--- src/rtl/cdf_pipeline_pkg.sv ---
// cdf_pipeline_pkg: shared histogram-equalizer constants, FSM encoding and helpers
package cdf_pipeline_pkg;
  localparam int NUM_BINS = 256;
  localparam logic [15:0] VALID_TAG = 16'hAAAA;
  typedef enum logic [1:0] {IDLE = 2'd0, READ = 2'd1, DRAIN = 2'd2, DONE = 2'd3} state_e;
  function automatic logic [15:0] bin_addr(input logic base, input logic [7:0] bin);
    return {7'b0, base, bin};
  endfunction
  function automatic logic [15:0] sat_add(input logic [15:0] a, input logic [15:0] b);
    logic [16:0] s;
    s = {1'b0, a} + {1'b0, b};
    return s[16] ? 16'hFFFF : s[15:0];
  endfunction
endpackage

--- src/rtl/cdf_accumulate.sv ---
// cdf_accumulate: tag check plus saturating running sum, capturing the first nonzero sum
module cdf_accumulate
  import cdf_pipeline_pkg::*;
#(
  parameter logic [15:0] VALID_TAG = cdf_pipeline_pkg::VALID_TAG
) (
  input  logic        clk,
  input  logic        rst,
  input  logic        clr_i,
  input  logic        vld_i,
  input  logic [31:0] word_i,
  output logic [15:0] sum_o,
  output logic [15:0] min_o
);
  logic [15:0] cnt, sum_q, sum_d, min_q, min_d;
  logic found_q, found_d;
  always_comb begin
    cnt = (word_i[31:16] == VALID_TAG) ? word_i[15:0] : 16'd0;
    sum_d = clr_i ? 16'd0 : vld_i ? sat_add(sum_q, cnt) : sum_q;
    found_d = clr_i ? 1'b0 : found_q | (vld_i && cnt != 16'd0);
    min_d = clr_i ? 16'd0 : (vld_i && cnt != 16'd0 && !found_q) ? sum_d : min_q;
  end
  always_ff @(posedge clk) begin
    if (rst) begin
      sum_q <= '0;
      min_q <= '0;
      found_q <= 1'b0;
    end else begin
      sum_q <= sum_d;
      min_q <= min_d;
      found_q <= found_d;
    end
  end
  assign sum_o = sum_q;
  assign min_o = min_q;
endmodule

--- src/rtl/cdf_pipeline.sv ---
// cdf_pipeline: streams histogram bins, writes the cumulative distribution and optionally clears bins
module cdf_pipeline
  import cdf_pipeline_pkg::*;
#(
  parameter int NUM_BINS = cdf_pipeline_pkg::NUM_BINS,
  parameter logic [15:0] VALID_TAG = cdf_pipeline_pkg::VALID_TAG
) (
  input  logic         clock,
  input  logic         rst,
  input  logic         start,
  input  logic         inputBaseOffset,
  input  logic         clearEnable,
  input  logic [127:0] m2ReadVal,
  output logic [15:0]  m2ReadAddr,
  output logic [15:0]  m2WriteAddr,
  output logic [127:0] m2WriteVal,
  output logic         m2WE,
  output logic [15:0]  m3WriteAddr,
  output logic [127:0] m3WriteVal,
  output logic         m3WE,
  output logic [15:0]  cdfMin,
  output logic         done
);
  localparam int BW = NUM_BINS > 1 ? $clog2(NUM_BINS) : 1;
  localparam logic [BW-1:0] LAST = BW'(NUM_BINS - 1);
  state_e state_q;
  logic [BW-1:0] bin_q, rd_bin_q, acc_bin_q;
  logic base_q, clr_q, rd_vld_q, acc_vld_q, m2_we_q, m3_we_q, done_q;
  logic [15:0] wr_addr_q, sum;
  logic [127:0] m3_val_q;
  logic unused_hi;
  assign unused_hi = ^m2ReadVal[127:32];
  cdf_accumulate #(.VALID_TAG(VALID_TAG)) u_acc (
    .clk   (clock),
    .rst   (rst),
    .clr_i (state_q == IDLE && start),
    .vld_i (rd_vld_q),
    .word_i(m2ReadVal[31:0]),
    .sum_o (sum),
    .min_o (cdfMin)
  );
  // read address -> read data -> accumulated sum -> registered write: three stages after each issue
  always_ff @(posedge clock) begin
    if (rst) begin
      state_q <= IDLE;
      bin_q <= '0;
      base_q <= 1'b0;
      clr_q <= 1'b0;
      rd_vld_q <= 1'b0;
      rd_bin_q <= '0;
      acc_vld_q <= 1'b0;
      acc_bin_q <= '0;
      m2_we_q <= 1'b0;
      m3_we_q <= 1'b0;
      wr_addr_q <= '0;
      m3_val_q <= '0;
      done_q <= 1'b0;
    end else begin
      rd_vld_q <= state_q == READ;
      rd_bin_q <= bin_q;
      acc_vld_q <= rd_vld_q;
      acc_bin_q <= rd_bin_q;
      m3_we_q <= acc_vld_q;
      m2_we_q <= acc_vld_q & clr_q;
      wr_addr_q <= acc_vld_q ? bin_addr(base_q, 8'(acc_bin_q)) : '0;
      m3_val_q <= acc_vld_q ? {96'b0, VALID_TAG, sum} : '0;
      case (state_q)
        IDLE: if (start) begin
          state_q <= READ;
          bin_q <= '0;
          base_q <= inputBaseOffset;
          clr_q <= clearEnable;
        end
        READ: begin
          bin_q <= bin_q + 1'b1;
          if (bin_q == LAST) state_q <= DRAIN;
        end
        // writes are contiguous, so the final one is the write with nothing behind it
        DRAIN: if (m3_we_q && !acc_vld_q) begin
          state_q <= DONE;
          done_q <= 1'b1;
        end
        DONE: if (!start) begin
          state_q <= IDLE;
          done_q <= 1'b0;
        end
        default: state_q <= IDLE;
      endcase
    end
  end
  assign m2ReadAddr = (state_q == READ) ? bin_addr(base_q, 8'(bin_q)) : '0;
  assign m2WriteAddr = wr_addr_q;
  assign m2WriteVal = '0;
  assign m2WE = m2_we_q;
  assign m3WriteAddr = wr_addr_q;
  assign m3WriteVal = m3_val_q;
  assign m3WE = m3_we_q;
  assign done = done_q;
endmodule
--- config.mk ---
export PLATFORM = sky130hd
export DESIGN_NAME = cdf_pipeline
export DESIGN_NICKNAME = d
export VERILOG_FILES = /design/src/rtl/cdf_pipeline_pkg.sv /design/src/rtl/cdf_accumulate.sv /design/src/rtl/cdf_pipeline.sv
export SDC_FILE = /design/constraint.sdc
export NUM_CORES = 1
export LEC_CHECK = 0
export BUFFER_PORTS_ARGS = -buffer_cell sky130_fd_sc_hd__buf_4
export CAP_MARGIN = 20
export CORE_AREA = 5 5 173 175
export CTS_BUF_LIST = sky130_fd_sc_hd__clkbuf_4
export CTS_CLUSTER_SIZE = 12
export DETAILED_ROUTE_END_ITERATION = 6
export DIE_AREA = 0 0 178 180
export GPL_TIMING_DRIVEN = 0
export PLACE_DENSITY = 0.6
export SLEW_MARGIN = 30
export SYNTH_ARGS = -nofsm -noshare
export SYNTH_HDL_FRONTEND = slang
export SYNTH_SLANG_ARGS = --single-unit
export TNS_END_PERCENT = 50
--- constraint.sdc ---
create_clock -name clock -period 3.3 [get_ports clock]
set_input_delay 0.165 -clock clock [delete_from_list [all_inputs] [get_ports clock]]
set_output_delay 0.165 -clock clock [all_outputs]
set_load 0.05 [all_outputs]
* Yosys cells after proc, flatten, opt, wreduce, memory -nomap -nowiden
Cells that the tools add are included.
Storage, ports and cells: input port bits 133, register bits after elaboration 210
Operators by class: muxes and demuxes 16, bitwise operators 3, equal/unequal tests 9, reduce and logical (&&, ||, !) cells 16, add/subtract/negate cells 2
Operators with widths (count):
- $mux 16 | 4
- $mux 32 | 1
- $add 16x16->17 | 1
- $eq 16x16->1 const B | 1
- $pmux 8 s2 | 1
- $reduce_bool 16->1 | 1
- $mux 9 | 1
- $add 8x1->8 const B | 1
- $eq 8x8->1 const B | 1
- $mux 2 | 4
- $mux 8 | 1
- $ne 2x2->1 const B | 4
- $pmux 2 s4 | 1
- $eq 2x2->1 const B | 2
- $logic_and 1x1->1 | 4
- $reduce_and 2->1 | 2
- $reduce_and 4->1 | 1
- $reduce_bool 2->1 | 2
- $reduce_or 2->1 | 2
- $reduce_and 3->1 | 1
- $eq 2x1->1 const B | 1
- $logic_not 1->1 | 2
- $logic_not 2->1 | 1
- $mux 1 | 2
- 4 further kinds | 4

* Depth between registers and ports, before layout
Gate-level depths: netlist of the first run.
word-level depth 6, depth in mapped cells 15, mapped depth without buffers 12

* By module
Synthesis of the first run repeated with hierarchy kept, for this count alone.
Second synthesis, totals: cell total of the unflattened synthesis 701, area, all modules 6053.3 sq um
Modules (own cells, without submodules):
- cdf_pipeline | times used 1, area each 3963.8 sq um, cells an instance 453, seq. area each 1161.1 sq um
- cdf_accumulate | times used 1, area each 2089.5 sq um, cells an instance 248, seq. area each 660.6 sq um

* Worst setup path after synthesis of the first run
No wires, ideal clock.
path type input port to flip-flop, from in m2ReadVal[20], to reg u_acc.min_q[14], in the netlist u_acc.min_o[14], path slack 435 ps, cell stages on the path 12, arrival time 2733 ps, required time 3168 ps, path through nor4bb_1 and4_1 buf_2 clkbuf_1 and2_1 ha_1 and4_4 and2_4 a2111o_1 or4_1 a31oi_2 a211oi_1
Between the ends: longest elaborated chain between the ends 6, elaborated cells between the ends (all ways) 9
Ends and longest elaborated chain:
- from (decl) | line cdf_pipeline.sv:13 | input logic [127:0] m2ReadVal,
- $eq 16x16->1 (*) | line cdf_accumulate.sv:18 | cnt = (word_i[31:16] == VALID_TAG) ? word_i[15:0] : 16'd0;
- $mux 16 (*) | line cdf_accumulate.sv:18
- $add 16x16->17 | line cdf_pipeline_pkg.sv:11 | s = {1'b0, a} + {1'b0, b};
- $mux 16 | line cdf_pipeline_pkg.sv:12 | return s[16] ? 16'hFFFF : s[15:0];
- $mux 16 (2 in a row) | line cdf_accumulate.sv:19 | sum_d = clr_i ? 16'd0 : vld_i ? sat_add(sum_q, cnt) : sum_q;
- to (signal assigned) | line cdf_accumulate.sv:30 | min_q <= min_d;
- to (decl) | line cdf_accumulate.sv:15 | logic [15:0] cnt, sum_q, sum_d, min_q, min_d;
Mark *: on every way between the ends. The rest lies on a longest branch, timed or not. A chain may end at the register's enable or synchronous reset.

* Worst setup path in the final report of the first run
from in m2ReadVal[24], to reg u_acc.min_q[3], in the netlist u_acc.min_o[3]
The elaborated chain is that of the path after synthesis.

==> results of run 1 <==
## state kept, by name, summed over array words and instances, names as in the netlist
| register | cells |
|---|---|
| rd_bin_q | 8 |
| u_acc.found_q | 1 |
| acc_bin_q | 8 |
| m2WE | 1 |
| u_acc.sum_o | 16 |
| base_q | 1 |
| bin_q | 8 |
| done | 1 |
| u_acc.min_o | 16 |
| acc_vld_q | 1 |
| m2WriteAddr | 9 |
| state_q | 2 |
| clr_q | 1 |
| rd_vld_q | 1 |
| m3WriteVal | 17 |
## cell families after synthesis
| group | synth area share, % |
|---|---|
| XOR/XNOR | 2.315 |
| AND/OR/NAND/NOR | 16.15 |
| adder cells (fa/ha/maj) | 4.672 |
| flip-flops | 30.10 |
| other | 0.06196 |
| AO/OA/AOI/OAI | 10.73 |
| multiplexers | 0.4962 |
| buffers and inverters | 35.48 |
## metrics by stage
step                      TNS (ns)  worst slack [ns]  hold slack (ns)  instances
final                            0            0.4272          0.08294       1476
after global routing             0           0.05046          0.06378       1476
after CTS                        0            0.1390          0.03382       1476
after detailed placement    -5.815           -0.3385           0.4105       1456
after global placement      -5.689           -0.3212           0.4189       1456
after floorplan                  0            0.4350           0.3125        966
## critical path, stage by stage
cell and delay, ns:
buf_4 0.10, nor4bb_1 0.27, and4_1 0.23, clkbuf_4 0.23, and2_1 0.19, ha_1 0.18
inv_1 0.06, fa_1 0.40, nor2b_1 0.23, o2111a_1 0.27, o311ai_2 0.18, nand2_1 0.13
buf_2 0.26, nor2_1 0.11, a211oi_1 0.24
## cells in the final DEF (no fill, tap or decap), types with 3 or more instances in the layout
master         instances
clkbuf_1              10
xnor2_1                6
inv_1                 12
nor4_1                 4
clkbuf_4              11
nor3_1                 3
nand3_1               12
o21a_1                 5
a21oi_1               29
dlygate4sd3_1          4
nor2b_1               19
nand2b_1               4
dfxtp_1               91
nor2_1                47
nor4bb_1               4
mux2i_1                3
o21ai_0               29
and2_1                55
a31oi_1                4
buf_2                  5
nand4_1                4
buf_4                376
nand2_1               20
conb_1               253
ha_1                  21
a211oi_1               7
xor2_1                10
## timing repair
item / 4_1_cts / 5_1_grt
setup endpoints to repair: 0 / 23
buffers inserted: 0 / 0
hold endpoints to repair: 2 / 0
resized for setup: 0 / 1
hold buffers: 4 / 0
## power by group through the flow
stage          clock network (W)  registers, W  logic, W
2_1_floorplan                  0       0.00122   0.00122
3_3_place_gp                   0       0.00123   0.00138
3_5_place_dp                   0       0.00123   0.00139
4_1_cts                 0.000693       0.00121   0.00140
5_1_grt                 0.000737       0.00121   0.00152
6_report                0.000659       0.00120   0.00141
## cell type report
class	instances	area share, %
Tap cell	384	5.679
Inverter	12	0.5324
Multi-Input combinational cell	575	35.80
Buffer	287	24.83
Antenna cell	1	0.02958
Timing Repair Buffer	110	9.879
Clock inverter	6	0.8282
Sequential cell	91	21.53
Clock buffer	10	0.8873
## final timing paths
kind,from,end,slack (ns),depth (start not counted)
setup reg to reg,u_acc.sum_o[0]$_SDFF_PP0_,u_acc.min_o[3]$_SDFFE_PP0P_,0.77,10
hold reg to reg,acc_bin_q[5]$_SDFF_PP0_,m2WriteAddr[5]$_SDFF_PP0_,0.44,1
hold / removal,start,done$_SDFFE_PP0P_,0.08,4
setup / recovery,m2ReadVal[24],u_acc.min_o[3]$_SDFFE_PP0P_,0.43,15
## layer usage
| layer | vias to the layer above | wire [um] |
|---|---|---|
| met4 | 0 | 240 |
| li1 | 2574 | - |
| met3 | 12 | 1422 |
| met1 | 2122 | 6189 |
| met5 | - | 0 |
| met2 | 196 | 8293 |
==> load_flow_metrics.sql, run 1 <==
INSERT INTO impl_metrics (metric_group, metric, value, unit) VALUES
('outcome', 'run_status', 'complete, no violations', ''),
('synth', 'asyncSetResetFlopFracSynth', '0', '%'),
('clock_network', 'cts_tree', 'done', ''),
('synth', 'synthDominantAreaCellType', 'buf_4', ''),
('clock_network', 'worstSkewPairLatency', '0.46', 'ns'),
('synth', 'synth_edf_count', '0', ''),
('clock_network', 'cts_buffers', '9', ''),
('floorplanning', 'design.portCount', '456', ''),
('detailed_routing', 'avgRoutedWirePerCell', '10.94', 'um'),
('power_and_ir_drop', 'leakage_power_summed_over_all_cells', '4.595', 'nW'),
('synth', 'synth_area', '6052', 'um^2'),
('cells_and_area', 'nFillCells', '3021', ''),
('synth', 'yosys.cell_types.count', '54', ''),
('global_routing', 'grt_pass1_wl', '24.61', 'mm'),
('power_and_ir_drop', 'pwr_density_cell', '387.1', 'nW/um^2'),
('global_routing', 'most_used_routing_layer', 'met2', ''),
('cells_and_area', 'area_delta_synth_final', '39.80', '%'),
('clock_network', 'clk_root_buffer_cell', 'clkbuf_4', ''),
('power_and_ir_drop', 'share_comb_of_total_power', '43.1', '%'),
('sta', 'hold_viol_final', '0', ''),
('clock_network', 'cts.clk_slew.worst_paths', '0.16', 'ns'),
('sta', 'skew', '0.02867', 'ns'),
('synth', 'synth.top_cells.by_area', 'buf_4, dfxtp_1, and2_1', ''),
('sta', 'worstMarginPinSlew', '0.8810', 'ns'),
('placed_design', 'port_buffers', '106', ''),
('cells_and_area', 'multiInputGateArea', '3029', 'um^2'),
('detailed_routing', 'drc', '0', ''),
('global_routing', 'globalRoute.totalOverflow', '0', ''),
('synth', 'synth_common_cells', 'buf_4, dfxtp_1, and2_1', ''),
('critical_path', 'cp_data_arrival_time', '3.25', 'ns'),
('global_routing', 'maximum_number_of_pins_on_one_net_before_global_route_repair', '17', ''),
('critical_path', 'worst_setup_path_end_kind', 'flop', ''),
('sta', 'slew_headroom', '41.05', '%'),
('global_routing', 'first_global_vias', '4719', ''),
('placed_design', 'placed_area', '8274', 'um^2'),
('sta', 'report.final.setup_viol', '0', ''),
('cells_and_area', 'layout.cell_area.non_filler', '8461', 'um^2'),
('power_and_ir_drop', 'internal_power', '0.001803', 'W'),
('hold_path', 'min-delay-path-class', 'input pin to flop', ''),
('clock_network', 'htree_num_levels', '3', ''),
('sta', 'clock.fmax', '348.1', 'MHz'),
('sta', 'final_period_minus_worst_setup_slack', '2.873', 'ns'),
('placed_design', 'hpwl', '13.90', 'mm'),
('placed_design', 'finalWeightedCongestion', '0.8400', ''),
('synth', 'avgSynthCellArea', '8.476', 'um^2'),
('power_and_ir_drop', 'irDropWorstVdd', '0.1407', 'mV'),
('cells_and_area', 'post_route_cells_drive_above_1_share', '37.21', '%'),
('clock_network', 'clock_tree.buffer_depth', '2', ''),
('floorplanning', 'floorplan.initialDensity', '21.37', '%'),
('power_and_ir_drop', 'clock_share_of_power', '20.1', '%'),
('global_routing', 'grt_met1_use', '10.42', '%'),
('synth', 'ys_ff_latch', '91', ''),
('cells_and_area', 'seqCellArea', '1822', 'um^2'),
('critical_path', 'timing.critical_path.fanout_max', '18', ''),
('cells_and_area', 'final_nets', '1241', ''),
('synth', 'synth-main-ff-cell', 'dfxtp_1', ''),
('sta', 'rsz_0062_raised_after_global_routing', 'false', ''),
('global_routing', 'grt_resource_usage_total', '9.645', '%'),
('global_routing', 'gr-usage-met3', '2.731', '%'),
('floorplanning', 'num_rows', '62', ''),
('floorplanning', 'horiz_die_dim', '178', 'um'),
('critical_path', 'crit_required', '3.68', 'ns'),
('floorplanning', 'dieArea', '32040', 'um^2'),
('power_and_ir_drop', 'swShare', '44.95', '%'),
('power_and_ir_drop', 'power_frac_seq', '36.7', '%'),
('detailed_routing', 'drt-vias-per-instance', '3.322', ''),
('detailed_routing', 'vias', '4904', ''),
('global_routing', 'gr-usage-met2', '17.72', '%'),
('synth', 'synth_top_cell_area_share', '33.49', '%'),
('power_and_ir_drop', 'power.total', '0.003275', 'W'),
('run', 'cap_violations', '0', '');
Power figures use the tool's default switching activity.
==> inputs of run 2 (changes only) <==
--- a/config.mk
+++ b/config.mk
@@ -5,13 +5,14 @@
 export SDC_FILE = /design/constraint.sdc
 export NUM_CORES = 1
 export LEC_CHECK = 0
+export ABC_AREA = 1
 export BUFFER_PORTS_ARGS = -buffer_cell sky130_fd_sc_hd__buf_4
 export CAP_MARGIN = 20
-export CORE_AREA = 5 5 173 175
+export CORE_AREA = 5 5 177 179
 export CTS_BUF_LIST = sky130_fd_sc_hd__clkbuf_4
 export CTS_CLUSTER_SIZE = 12
 export DETAILED_ROUTE_END_ITERATION = 6
-export DIE_AREA = 0 0 178 180
+export DIE_AREA = 0 0 182 184
 export GPL_TIMING_DRIVEN = 0
 export PLACE_DENSITY = 0.6
 export SLEW_MARGIN = 30
==> run 2 against run 1 <==
  * Final area rose by 5.0%
  * Clock power down 3%
  * Combinational power rose by 9.9%
  * Sequential cell count unchanged
  * Clock skew shrank 0.0025 ns
  * Via count rose by 12%
  * Hold slack worse by 0.018 ns
  * First-iteration DRC count up 16%
  * Synthesized area up 7.2%
  * Clock-buffer cell count down 1
  * Synthesized cell count grew 29%
  * Utilization rose by 0.32 points
==> load_flow_metrics.sql, run 2 <==
INSERT INTO impl_metrics (metric_group, metric, value, unit) VALUES
('critical_path', 'ff2ff_path_depth', '15', ''),
('global_routing', 'grt_pass1_wl', '25.74', 'mm'),
('clock_network', 'clk_root_buffer_cell', 'clkbuf_4', ''),
('floorplanning', 'num_rows', '63', ''),
('synth', 'yosysWarningCount', '0', ''),
('critical_path', 'crit_path_max_incr_delay', '0.39', 'ns'),
('sta', 'min_period_over_period', '86.29', '%'),
('synth', 'yosys.cell_types.count', '41', ''),
('critical_path', 'crit_required', '3.71', 'ns'),
('detailed_routing', 'wl_met1', '6.846', 'mm'),
('synth', 'synth_cells', '923', ''),
('detailed_routing', 'detail_route.wirelength', '16.80', 'mm'),
('floorplanning', 'die_h', '184', 'um'),
('synth', 'avgSynthCellArea', '7.027', 'um^2'),
('synth', 'asyncSetResetFlopFracSynth', '0', '%'),
('run', 'cap_violations', '0', ''),
('critical_path', 'timing.critical_path.from_type', 'input pin', ''),
('cells_and_area', 'layoutNonFillerInstCount', '1688', ''),
('sta', 'final_period_minus_worst_setup_slack', '2.848', 'ns'),
('sta', 'worstMarginPinSlew', '0.6140', 'ns'),
('placed_design', 'worst_slack_placed', '-0.3158', 'ns'),
('synth', 'ys_ff_latch', '91', ''),
('detailed_routing', 'vias', '5472', ''),
('power_and_ir_drop', 'power.total', '0.003409', 'W'),
('synth', 'synth_top_cell_area_share', '31.25', '%'),
('outcome', 'run_status', 'complete, no violations', ''),
('detailed_routing', 'dr_wl_met2', '8.247', 'mm'),
('sta', 'maxSlewViolCount', '0', ''),
('global_routing', 'first_global_vias', '5310', ''),
('critical_path', 'worst_setup_path_end_kind', 'flop', ''),
('critical_path', 'timing.critical_path.fanout_max', '15', ''),
('detailed_routing', 'avgRoutedWirePerCell', '9.955', 'um'),
('detailed_routing', 'maxUsedRoutingLayer', 'met4', ''),
('detailed_routing', 'dr.first_iter.drc_count', '198', ''),
('cells_and_area', 'largest_register_ff_count', '17', ''),
('synth', 'synth.top_cells.by_area', 'buf_4, dfxtp_1, inv_1', ''),
('global_routing', 'globalRoute.totalOverflow', '0', ''),
('floorplanning', 'design.portCount', '456', ''),
('placed_design', 'placed_cells', '1670', ''),
('synth', 'yosys.cell_count.top_type', 'buf_4', ''),
('clock_network', 'worstSkewPairLatency', '0.47', 'ns'),
('critical_path', 'cp_slowest_cell', 'fa_1', ''),
('critical_path', 'path_cells', 'buf_4, nor2_1, nand2_1, nor4_2, inv_1, nor2_1, ha_1, inv_1, fa_1, nand3b_1, nand2_1, nand2_1, nand2_1, nand2_1, nand2_1, o21ai_2, inv_6, nor2_2, nor2_1, nor2_1, nor2_1', ''),
('clock_network', 'post-cts-setup-buffers', '0', ''),
('synth', 'synth_edf_count', '0', ''),
('cells_and_area', 'post_route_cells_drive_above_1_share', '32.00', '%'),
('placed_design', 'hpwl', '14.55', 'mm'),
('power_and_ir_drop', 'leakage_power_summed_over_all_cells', '5.196', 'nW'),
('synth', 'synth_seq_area_share', '28.09', '%'),
('sta', 'hold_viol_final', '0', ''),
('sta', 'fin_tns_setup', '0', 'ns'),
('floorplanning', 'floorplan.initialDensity', '22.06', '%'),
('detailed_routing', 'routed-wl-met3', '1.301', 'mm'),
('cells_and_area', 'mostFrequentLayoutCells', 'buf_4, conb_1, inv_1, nor2_1, nand2_1', ''),
('synth', 'synthDominantAreaCellType', 'buf_4', ''),
('global_routing', 'maximum_number_of_pins_on_one_net_before_global_route_repair', '20', ''),
('hold_path', 'whs_path_depth', '4', ''),
('cells_and_area', 'area_delta_synth_final', '36.92', '%'),
('sta', 'rsz_0062_raised_after_global_routing', 'false', ''),
('sta', 'clock.fmax', '351.2', 'MHz'),
('clock_network', 'cts.sink_count', '91', ''),
('critical_path', 'critPathMostFrequentCell', 'nand2_1', ''),
('clock_network', 'clock_tree.buffer_depth', '2', ''),
('floorplanning', 'design.core.area', '29400', 'um^2'),
('floorplanning', 'horiz_die_dim', '182', 'um'),
('cells_and_area', 'layout_commonest_cell', 'buf_4', ''),
('placed_design', 'port_buffers', '105', ''),
('sta', 'skew', '0.02616', 'ns'),
('synth', 'synth_common_cells', 'buf_4, inv_1, nor2_1', ''),
('clock_network', 'htree_num_levels', '3', ''),
('cells_and_area', 'final_nets', '1447', ''),
('detailed_routing', 'drt-vias-per-instance', '3.242', ''),
('global_routing', 'grt_antenna_before_repair', '1', ''),
('detailed_routing', 'antenna_violating_nets_post_route', '0', ''),
('clock_network', 'cts_buffers', '9', ''),
('cells_and_area', 'nFillCells', '3159', ''),
('placed_design', 'finalWeightedCongestion', '0.8728', ''),
('detailed_routing', 'drc', '0', ''),
('sta', 'slew_headroom', '58.63', '%'),
('floorplanning', 'dieArea', '33490', 'um^2'),
('power_and_ir_drop', 'pwr_density_cell', '383.9', 'nW/um^2'),
('power_and_ir_drop', 'irDropWorstVdd', '0.2313', 'mV'),
('sta', 'report.final.setup_viol', '0', ''),
('critical_path', 'cp_data_arrival_time', '3.26', 'ns'),
('detailed_routing', 'first_pass_iters', '4', ''),
('critical_path', 'setup.worst_path.class', 'input pin to flop', ''),
('sta', 'final.setup.worst_slack', '0.4524', 'ns'),
('clock_network', 'cts_tree', 'done', ''),
('global_routing', 'grt_resource_usage_total', '9.411', '%'),
('synth', 'synth_area', '6486', 'um^2'),
('clock_network', 'cts.clk_slew.worst_paths', '0.18', 'ns'),
('hold_path', 'min-delay-path-class', 'input pin to flop', ''),
('synth', 'synth-main-ff-cell', 'dfxtp_1', '');
-- run 2: changes by cell type after synthesis, sizes merged, moves of 5 or more --
cell / before / now
nor3: 3 / 20
a211oi: 8 / 1
o21a: 5 / 0
inv: 12 / 139
o21ai: 31 / 21
and2: 56 / 4
nand3: 12 / 18
o211ai: 2 / 8
nor2: 48 / 144
nor2b: 19 / 0
nand2: 20 / 120
xnor2: 6 / 1
-- run 2: routing by layer --
layer | GRT usage, % | vias up
met5 | 0 | -
met4 | 3.482 | 0
met3 | 2.572 | 20
met2 | 16.81 | 210
met1 | 10.75 | 2227
li1 | - | 3015
-- run 2: layout make-up --
type	instances	area, um^2	area share, %
flip-flops and latches	91	1822	20.51
multi-input cells	660	2989	33.66
well taps	390	488.0	5.495
diodes	1	2.502	0.02818
plain buffers	283	2093	23.57
repair buffers	107	808.3	9.101
clock inverters	7	80.08	0.9017
clock buffers	9	67.56	0.7608
inverters	140	530.5	5.974
-- run 2: worst max-delay path: cells and delay by family --
family	cells	cell delay, ns
simple gates	14	1.74
buf+inv	4	0.61
fa+ha+maj	2	0.58
compound gates	1	0.14
-- run 2: cells by family after synthesis --
group / share of synthesized area, %
AOI/OAI and AO/OA: 6.212
buffers and inverters: 40.51
adders and majority gates: 4.360
and+or+nand+nor: 19.83
DFF: 28.09
xor gates and xnor gates: 0.9452
other: 0.05781
-- run 2: where the power goes --
group,switching (W),internal (W),leakage [nW]
registers,0.0000529,0.00116,0.735
logic,0.00113,0.000426,4.39
clock network,0.000460,0.000180,0.0757
total,0.00164,0.00177,5.20
-- run 2: stage by stage --
stage	util, %	hold WS [ns]	cell area (um^2)
detailed placement	29.62	0.3916	8708
global route	30.21	0.05459	8881
CTS	30.19	0.03262	8876
floorplan	-	0.3583	7432
finish	30.21	0.06498	8881
global placement	29.62	0.3895	8708
-- run 2: repair_timing --
item                                   4_1_cts  5_1_grt
gates resized for setup                      0        2
endpoints found under the hold margin        2        0
setup endpoints to repair                    0       20
hold buffers                                 2        0
-- run 2: path summary, 6_finish.rpt --
| kind | start | to | slack (ns) |
|---|---|---|---|
| hold reg to reg | acc_bin_q[0]$_SDFF_PP0_ | m2WriteAddr[0]$_SDFF_PP0_ | 0.41 |
| setup / recovery | m2ReadVal[22] | u_acc.min_o[7]$_SDFFE_PP0P_ | 0.45 |
| setup reg to reg | u_acc.sum_o[0]$_SDFF_PP0_ | u_acc.min_o[7]$_SDFFE_PP0P_ | 0.94 |
| hold / removal | start | bin_q[0]$_SDFFE_PP0P_ | 0.06 |
==> inputs of run 3 (changes only) <==
--- a/config.mk
+++ b/config.mk
@@ -5,14 +5,13 @@
 export SDC_FILE = /design/constraint.sdc
 export NUM_CORES = 1
 export LEC_CHECK = 0
-export ABC_AREA = 1
 export BUFFER_PORTS_ARGS = -buffer_cell sky130_fd_sc_hd__buf_4
 export CAP_MARGIN = 20
-export CORE_AREA = 5 5 177 179
-export CTS_BUF_LIST = sky130_fd_sc_hd__clkbuf_4
+export CORE_AREA = 5 5 173 175
+export CTS_BUF_LIST = sky130_fd_sc_hd__clkbuf_4 sky130_fd_sc_hd__clkbuf_8
 export CTS_CLUSTER_SIZE = 12
 export DETAILED_ROUTE_END_ITERATION = 6
-export DIE_AREA = 0 0 182 184
+export DIE_AREA = 0 0 178 180
 export GPL_TIMING_DRIVEN = 0
 export PLACE_DENSITY = 0.6
 export SLEW_MARGIN = 30
==> run 3 against run 2 <==
  * Sequential share of layout area rose by 0.91 points
  * Combinational power fell by 9%
  * Non-clock buffer count rose by 4
  * Clock skew fell by 0.0078 ns
  * Clock power rose by 27%
  * Cell count fell by 13%
  * Register-to-register slack got worse by 0.14 ns
  * Final area fell by 4.3%
  * Largest power group unchanged
==> load_flow_metrics.sql, run 3 (synthesized netlist as in run 1, its figures left out) <==
INSERT INTO impl_metrics (metric_group, metric, value, unit) VALUES
('critical_path', 'timing.critical_path.from_type', 'input pin', ''),
('power_and_ir_drop', 'power_frac_seq', '35.1', '%'),
('detailed_routing', 'first_pass_iters', '4', ''),
('placed_design', 'hpwl', '13.90', 'mm'),
('sta', 'hold_viol_final', '0', ''),
('global_routing', 'maximum_number_of_pins_on_one_net_before_global_route_repair', '17', ''),
('cells_and_area', 'post_route_cells_drive_above_1_share', '37.78', '%'),
('placed_design', 'finalWeightedCongestion', '0.8400', ''),
('floorplanning', 'floorplan.initialDensity', '21.37', '%'),
('global_routing', 'first_global_vias', '4687', ''),
('outcome', 'run_status', 'complete, no violations', ''),
('clock_network', 'post-cts-setup-buffers', '0', ''),
('sta', 'maxSlewViolCount', '0', ''),
('detailed_routing', 'vias', '4871', ''),
('global_routing', 'grt_antenna_before_repair', '0', ''),
('clock_network', 'clock_tree.buffer_depth', '2', ''),
('critical_path', 'worst_setup_path_end_kind', 'flop', ''),
('clock_network', 'cts.clk_slew.worst_paths', '0.10', 'ns'),
('floorplanning', 'horiz_die_dim', '178', 'um'),
('sta', 'min_period_over_period', '90.69', '%'),
('sta', 'fin_tns_setup', '0', 'ns'),
('global_routing', 'globalRoute.totalOverflow', '0', ''),
('critical_path', 'cp_data_arrival_time', '3.26', 'ns'),
('global_routing', 'grt_resource_usage_total', '9.572', '%'),
('critical_path', 'crit_required', '3.56', 'ns'),
('floorplanning', 'die_h', '180', 'um'),
('clock_network', 'htree_num_levels', '3', ''),
('sta', 'final_period_minus_worst_setup_slack', '2.993', 'ns'),
('placed_design', 'placed_cells', '1456', ''),
('sta', 'skew', '0.01834', 'ns'),
('placed_design', 'port_buffers', '106', ''),
('power_and_ir_drop', 'clock_share_of_power', '23.8', '%'),
('hold_path', 'timing.hold.worst.start', 'inputBaseOffset', ''),
('detailed_routing', 'drt-vias-per-instance', '3.309', ''),
('clock_network', 'cts_buffers', '9', ''),
('hold_path', 'min-delay-path-class', 'input pin to flop', ''),
('floorplanning', 'design.portCount', '456', ''),
('cells_and_area', 'finish.utilization', '30.03', '%'),
('floorplanning', 'design.core.area', '28310', 'um^2'),
('cells_and_area', 'largest_register_ff_count', '17', ''),
('power_and_ir_drop', 'pwr_density_cell', '403.0', 'nW/um^2'),
('power_and_ir_drop', 'internal_power', '0.001939', 'W'),
('cells_and_area', 'layout_commonest_cell', 'buf_4', ''),
('cells_and_area', 'mostFrequentLayoutCells', 'buf_4, conb_1, dfxtp_1, and2_1, nor2_1', ''),
('detailed_routing', 'antenna_violating_nets_post_route', '0', ''),
('detailed_routing', 'drc', '0', ''),
('clock_network', 'post_cts_hold_buffer_count', '0', ''),
('cells_and_area', 'layoutNonFillerInstCount', '1472', ''),
('clock_network', 'cts_resized', '0', ''),
('sta', 'worstMarginPinSlew', '0.8591', 'ns'),
('cells_and_area', 'final_nets', '1238', ''),
('power_and_ir_drop', 'irDropWorstVdd', '0.1582', 'mV'),
('power_and_ir_drop', 'share_comb_of_total_power', '41.1', '%'),
('global_routing', 'grt_pass1_wl', '24.54', 'mm'),
('floorplanning', 'dieArea', '32040', 'um^2'),
('sta', 'clock.fmax', '334.2', 'MHz'),
('critical_path', 'setup.worst_path.class', 'input pin to flop', ''),
('detailed_routing', 'avgRoutedWirePerCell', '10.94', 'um'),
('run', 'cap_violations', '0', ''),
('clock_network', 'cts.sink_count', '91', ''),
('sta', 'report.final.setup_viol', '0', ''),
('sta', 'rsz_0062_raised_after_global_routing', 'true', ''),
('cells_and_area', 'num_antenna_cells', '0', ''),
('sta', 'slew_headroom', '42.52', '%'),
('critical_path', 'reg2reg_from', 'u_acc.sum_o[0]$_SDFF_PP0_', ''),
('power_and_ir_drop', 'power.total', '0.003426', 'W'),
('floorplanning', 'num_rows', '62', ''),
('power_and_ir_drop', 'leakage_power_summed_over_all_cells', '4.619', 'nW'),
('power_and_ir_drop', 'swShare', '43.41', '%'),
('clock_network', 'clk_root_buffer_cell', 'clkbuf_8', ''),
('detailed_routing', 'dr.first_iter.drc_count', '154', ''),
('clock_network', 'worstSkewPairLatency', '0.36', 'ns'),
('clock_network', 'cts_tree', 'done', ''),
('detailed_routing', 'detail_route.wirelength', '16.11', 'mm'),
('critical_path', 'crit_path_start', 'm2ReadVal[24]', ''),
('critical_path', 'timing.critical_path.fanout_max', '10', ''),
('cells_and_area', 'area_delta_synth_final', '40.50', '%'),
('power_and_ir_drop', 'netSwitchingPower', '0.001487', 'W');
==> run 3: cell count changes in the layout (fill, tap and decap cells not counted), moves of 9 or more <==
cell      before  now
nor2_2        13    1
nor2b_1        0   18
inv_1        137   12
nor2_1       131   47
nor3_1        20    3
o21ai_0       20   29
clkbuf_8       0   10
nand2_1      119   20
and2_1         4   55
==> run 3: path summary, 6_finish.rpt <==
check	endpoint	slack [ns]	cells past startpoint
setup / recovery	u_acc.min_o[1]$_SDFFE_PP0P_	0.31	15
hold / removal	base_q$_SDFFE_PP0P_	0.05	3
setup reg to reg	u_acc.min_o[9]$_SDFFE_PP0P_	0.80	9
hold reg to reg	m2WriteAddr[5]$_SDFF_PP0_	0.43	1
==> run 3: final cells by class <==
cell class / instances / area (um^2)
Fill cell: 3024 / 19810
Multi-Input combinational cell: 575 / 3043
Buffer: 288 / 2106
Sequential cell: 91 / 1822
Timing Repair Buffer: 106 / 795.8
Tap cell: 384 / 480.5
Clock buffer: 11 / 145.1
Clock inverter: 5 / 66.31
Inverter: 12 / 45.04
==> run 3: critical path, cell delays in order <==
cell	delay (ns)
buf_4	0.11
nor4bb_2	0.26
and4_1	0.22
buf_2	0.19
clkbuf_2	0.20
and2_1	0.18
ha_1	0.18
inv_1	0.06
fa_1	0.41
nor2b_2	0.18
o2111a_1	0.25
o311ai_2	0.18
and2_1	0.21
buf_2	0.16
a311oi_1	0.29
==> run 3: power groups by stage <==
stage	sequential [W]	combinational (W)	clock (W)
after floorplan	0.00122	0.00122	0
final	0.00120	0.00141	0.000816
after global routing	0.00121	0.00151	0.000899
after global placement	0.00123	0.00138	0
after detailed placement	0.00123	0.00139	0
after CTS	0.00120	0.00139	0.000849
==> run 3: routing by layer <==
metal / vias to the layer above / track usage [%] / wire length (um)
met1: 2110 / 10.47 / 6161
met5: - / 0 / 0
met2: 186 / 17.68 / 8307
met3: 10 / 2.920 / 1436
met4: 0 / 2.630 / 204
li1: 2565 / - / -
==> run 3: metrics by stage <==
step	instance area [um^2]	setup slack, ns	hold WS [ns]
finish	8503	0.3074	0.05200
global route	8503	-0.0008773	0.02758
CTS	8486	0.01315	0.02772
detailed placement	8274	-0.3385	0.4105
global placement	8274	-0.3212	0.4189
floorplan	6998	0.4350	0.3125
